**src/rtl/ws2812_pixel_streamer_if.sv**
```systemverilog
// rtl/ws2812_pixel_streamer_if.sv - pixel stream handshake between host and streamer
interface ws2812_pixel_streamer_if #(
    parameter int BITS_PER_PIXEL = 24
) ();
    logic [BITS_PER_PIXEL-1:0] pixel_data;
    logic                      pixel_valid;
    logic                      pixel_last;
    logic                      pixel_ready;

    modport master (
        output pixel_data,
        output pixel_valid,
        output pixel_last,
        input  pixel_ready
    );

    modport slave (
        input  pixel_data,
        input  pixel_valid,
        input  pixel_last,
        output pixel_ready
    );
endinterface

```
**src/rtl/ws2812_pixel_streamer.sv**
```systemverilog
// rtl/ws2812_pixel_streamer.sv - serialises pixel words MSB-first for the WS2812 RZ encoder
module ws2812_pixel_streamer #(
    parameter int BITS_PER_PIXEL = 24
) (
    input  logic                   clk,
    input  logic                   rst_n,
    ws2812_pixel_streamer_if.slave pix,
    input  logic                   cmd_request,
    input  logic                   data_request,
    output logic                   databit,
    output logic [1:0]             command,
    output logic                   busy,
    output logic                   underrun
);
    localparam int CW = $clog2(BITS_PER_PIXEL + 1);
    localparam logic [CW-1:0] FULL = CW'(BITS_PER_PIXEL);
    localparam logic [CW-1:0] ONE  = CW'(1);

    typedef enum logic [1:0] {
        CMD_IDLE  = 2'b00,
        CMD_TX    = 2'b01,
        CMD_RESET = 2'b10
    } cmd_e;

    logic [BITS_PER_PIXEL-1:0] hold;
    logic                      hold_valid;
    logic                      hold_last;
    logic [BITS_PER_PIXEL-1:0] sr;
    logic                      sr_last;
    logic [CW-1:0]             bit_cnt;
    logic                      reset_pending;
    logic                      consume_q;
    logic                      in_frame;

    cmd_e cmd;
    logic accept;
    logic load;
    logic tx_take;
    logic rst_take;

    always_comb begin
        cmd = CMD_IDLE;
        if (reset_pending) begin
            cmd = CMD_RESET;
        end else if (bit_cnt != '0) begin
            cmd = CMD_TX;
        end
    end

    assign accept   = pix.pixel_valid && !hold_valid;
    assign load     = (bit_cnt == '0) && hold_valid;
    // A request overlapping an in-flight consume cannot come from the encoder; drop it.
    assign tx_take  = (cmd_request || data_request) && (cmd == CMD_TX) && !consume_q;
    assign rst_take = cmd_request && (cmd == CMD_RESET) && !consume_q;

    always_ff @(posedge clk or negedge rst_n) begin
        if (!rst_n) begin
            hold          <= '0;
            hold_valid    <= 1'b0;
            hold_last     <= 1'b0;
            sr            <= '0;
            sr_last       <= 1'b0;
            bit_cnt       <= '0;
            reset_pending <= 1'b0;
            consume_q     <= 1'b0;
            in_frame      <= 1'b0;
            underrun      <= 1'b0;
        end else begin
            underrun  <= data_request && (cmd == CMD_IDLE) && in_frame;
            consume_q <= tx_take;

            if (accept) begin
                hold       <= pix.pixel_data;
                hold_last  <= pix.pixel_last;
                hold_valid <= 1'b1;
            end else if (load) begin
                hold_valid <= 1'b0;
            end

            // databit stays put for the cycle the encoder samples it; shift at its end.
            if (load) begin
                sr       <= hold;
                sr_last  <= hold_last;
                bit_cnt  <= FULL;
                in_frame <= !hold_last;
            end else if (consume_q) begin
                sr      <= sr << 1;
                bit_cnt <= bit_cnt - ONE;
                if (bit_cnt == ONE && sr_last) begin
                    reset_pending <= 1'b1;
                end
            end

            if (rst_take) begin
                reset_pending <= 1'b0;
            end
        end
    end

    assign pix.pixel_ready = !hold_valid;
    assign databit         = sr[BITS_PER_PIXEL-1];
    assign command         = cmd;
    assign busy            = (bit_cnt != '0) || hold_valid || reset_pending || consume_q;
endmodule
```
**src/flat_wrapper.sv**
```systemverilog
// flat-port wrapper written by rule: the top's interface ports become plain ports
module ws2812_pixel_streamer_flat 
#(
    parameter int BITS_PER_PIXEL = 24
)
  (clk, rst_n, cmd_request, data_request, databit, command, busy, underrun, pix_pixel_data, pix_pixel_valid, pix_pixel_last, pix_pixel_ready);
  ws2812_pixel_streamer_if #(.BITS_PER_PIXEL(BITS_PER_PIXEL)) pix_i ();
  input  logic clk;
  input  logic rst_n;
  input  logic cmd_request;
  input  logic data_request;
  output logic databit;
  output logic [1:0] command;
  output logic busy;
  output logic underrun;
  input wire logic [$bits(pix_i.pixel_data)-1:0] pix_pixel_data;
  input wire logic [$bits(pix_i.pixel_valid)-1:0] pix_pixel_valid;
  input wire logic [$bits(pix_i.pixel_last)-1:0] pix_pixel_last;
  output wire logic [$bits(pix_i.pixel_ready)-1:0] pix_pixel_ready;
  assign pix_i.pixel_data = pix_pixel_data;
  assign pix_i.pixel_valid = pix_pixel_valid;
  assign pix_i.pixel_last = pix_pixel_last;
  assign pix_pixel_ready = pix_i.pixel_ready;
  ws2812_pixel_streamer #(.BITS_PER_PIXEL(BITS_PER_PIXEL)) u_core (.clk(clk), .rst_n(rst_n), .pix(pix_i), .cmd_request(cmd_request), .data_request(data_request), .databit(databit), .command(command), .busy(busy), .underrun(underrun));
endmodule
```
**config.mk**
```make
export PLATFORM = sky130hd
export DESIGN_NAME = ws2812_pixel_streamer_flat
export DESIGN_NICKNAME = d
export VERILOG_FILES = /design/src/rtl/ws2812_pixel_streamer_if.sv /design/src/rtl/ws2812_pixel_streamer.sv /design/src/flat_wrapper.sv
export SDC_FILE = /design/constraint.sdc
export NUM_CORES = 1
export LEC_CHECK = 0
export BUFFER_PORTS_ARGS = -buffer_cell sky130_fd_sc_hd__buf_2
export CAP_MARGIN = 10
export CORE_UTILIZATION = 55
export CTS_CLUSTER_SIZE = 20
export DETAILED_ROUTE_END_ITERATION = 16
export HOLD_SLACK_MARGIN = 0.15
export PLACE_DENSITY_LB_ADDON = 0.05
export SYNTH_ARGS = -nofsm -noshare
export SYNTH_HDL_FRONTEND = slang
export SYNTH_SLANG_ARGS = --single-unit
```
**constraint.sdc**
```tcl
create_clock -name clk -period 1.75 [get_ports clk]
set_input_delay 0.2625 -clock clk [delete_from_list [all_inputs] [get_ports clk]]
set_output_delay 0.2625 -clock clk [all_outputs]
set_load 0.01 [all_outputs]
```
==> impl_metrics.json <==
{
  "status": "finished, violations left",
  "failed_checks": "negative setup slack",
  "min_path_type": "in2reg",
  "setup_viol": 1,
  "grt_usage": 0.210,
  "grt_overflow": 0,
  "synth_cell_type_count": 27,
  "cts_inserted_buffers": 9,
  "critPathTopFamily": "simple AND/OR/NAND/NOR gates",
  "clkSinkCount": 60,
  "die_h_um": 72.4,
  "reg2reg_slack_ps": 120,
  "min_from": "pix_pixel_data[2]",
  "die_x_um": 72.4,
  "powerDensity_nw_per_um2": 1570,
  "regToRegStartpoint": "u_core.bit_cnt[3]",
  "wl_per_cell_um": 14.4,
  "max_stage_delay_ps": 420,
  "timing.critical_path.from": "u_core.bit_cnt[3]",
  "fin_ws_ps": -111,
  "final_common_cell": "dfrtp_1",
  "ys_seq_area_frac": 0.550,
  "antenna_cells": 0,
  "die_area_sq_um": 5240,
  "drv_slew": 0,
  "grt_pass1_wl_um": 8050,
  "cts_buffer_depth": 2,
  "finalNetCount": 283,
  "hpwl_um": 2850,
  "crit_path_top_delay_cell": "dfrtp_2",
  "rsz0062_at_grt": "yes",
  "synth_area_leaders": "dfrtp_1, mux2_2, mux2_4, buf_2, ha_1",
  "finalCriticalPeriod_ps": 1860,
  "synthCells": 183,
  "root_buffer": "clkbuf_8",
  "synth.area.mux_share": 0.330,
  "syn-num-nets": 216,
  "worstPathArrival_ps": 1600,
  "syn_area_sq_um": 2730,
  "start_util": 0.574,
  "grt_max_degree": 61,
  "critPathBufInv": 1,
  "drtAntennaViolNets": 0,
  "drive_gt1_frac": 0.565,
  "worst_pin_slew_ps": 331,
  "required_ps": 1490,
  "gp_congestion": 0.738,
  "antenna_found_initial": 0,
  "timing.fmax_mhz": 537,
  "avgSynthCellArea_sq_um": 14.9,
  "routed_wl_um": 4650,
  "coreArea_sq_um": 4750,
  "io-pin-count": 36,
  "drt_iter0_drc": 86,
  "crit_type": "reg2out",
  "yosys_warnings": 0,
  "start_kind": "flip-flop",
  "via_count": 1636,
  "path_cells": "nor3_4 -> nand2_1 -> or4_1 -> buf_2",
  "worstSetupEndpointType": "primary output",
  "period_share": 1.06,
  "ys_ff_latch": 60,
  "drc": 0,
  "yosysTopAreaCellShare": 0.550,
  "grt_pass1_vias": 1770,
  "crit_fanout": 2,
  "htreeDepth": 3,
  "synth_compound_area_frac": 0.0174,
  "maxCapViolations": 0,
  "viasPerCell": 5.08,
  "clk_pin_slew_ps": 60,
  "synthXorXnorAreaFrac": 0.00963,
  "cts_tree": "built",
  "first_pass_iters": 4,
  "relSlewSlack": 0.773,
  "whs_ps": 159,
  "power.leakage_uw": 0.00171,
  "clk_latency_ps": 340,
  "portBuffers": 35,
  "synthAdderAreaFrac": 0.0138,
  "yosysTopAreaCell": "dfrtp_1",
  "layout_common_cells": "dfrtp_1, mux2_2, buf_2",
  "ir_drop_uv": 931,
  "area_delta_synth_final_pct": 28.7,
  "skew_ps": 8.70,
  "stdcell_area_sq_um": 3510,
  "dpl_cell_area_sq_um": 3030,
  "hold_violations": 0,
  "num_rows": 25,
  "synth-simple-area-share": 0.0463,
  "synth_top_family_by_area": "multiplexers"
}
logic make-up (layout without fill, tap and decap cells):
| family | after synthesis | count (layout) |
|---|---|---|
| AO/OA/AOI/OAI | 7 | 7 |
| XOR/XNOR | 3 | 3 |
| adder cells (fa/ha/maj) | 3 | 3 |
| buffers and inverters | 16 | 88 |
| flip-flops | 60 | 60 |
| multiplexers | 74 | 74 |
| AND/OR/NAND/NOR | 20 | 20 |
per-layer routing:
metal	up-vias	routed length (um)	global-route usage	share of wire
li1	779	-	-	-
met2	27	2390	0.342	0.51
met1	820	2020	0.250	0.43
met5	-	0	0	0
met3	10	115	0.0500	0.025
met4	0	121	0.137	0.026
power by group:
part | switching (uW) | leakage, uW | internal, uW
logic | 585 | 0.000844 | 1110
clock network | 527 | 0.000117 | 942
registers | 343 | 0.000746 | 1990
cells in the mapped netlist, drive strengths merged:
cell     number
nor2          4
nor3          2
a2111oi       1
mux2i         1
a211oi        1
nor2b         2
a31oi         1
a21oi         2
buf          11
inv           5
a21o          1
dfrtp        60
xor2          1
ha            3
nand2         5
nand3         2
nor4b         1
xnor2         2
o31ai         1
mux2         73
and3          2
or4           2
path summary, 6_finish.rpt:
check                      depth (start not counted)                    to
min in group asynchronous                          3  u_core.reset_pending
hold reg to reg                                    1       u_core.in_frame
setup reg to reg                                   5        u_core.sr_last
max in group asynchronous                          3         u_core.sr[20]
setup / recovery                                   4                  busy
hold / removal                                     2        u_core.hold[2]
repair_timing:
item                                    4_1_cts  5_1_grt
hold buffers                                 16        1
hold endpoints to repair                     75        1
endpoints found under the setup margin        1        1
resized for setup                             4        1
pin swaps                                     2        1
buffers inserted                              5        3
layout make-up:
| type | instances | area [sq um] |
|---|---|---|
| multi-input combinational | 107 | 1150 |
| fill | 338 | 1240 |
| tap | 67 | 83.8 |
| inverter | 5 | 18.8 |
| clock inverter | 5 | 100 |
| sequential | 60 | 1500 |
| timing repair buffer | 67 | 520 |
| clock buffer | 11 | 131 |
stage by stage:
stage               utilization  instances  total power, uW  setup TNS, ps  setup slack, ps
CTS                       0.731        318             5500          -99.5            -99.5
detailed placement        0.638        281             3890              0             73.6
global route              0.738        322             5810           -158             -158
global placement          0.638        281             3770              0              107
finish                    0.738        322             5490           -111             -111
floorplan                     -        183             3470              0              199
registers in the layout, summed over array words and instances (netlist names):
signal / count
u_core.sr: 24
u_core.sr_last: 1
u_core.in_frame: 1
u_core.hold_valid: 1
u_core.hold_last: 1
u_core.consume_q: 1
u_core.bit_cnt: 5
u_core.hold: 24
u_core.reset_pending: 1
u_core.underrun: 1
(Power assumes the default switching activity.)
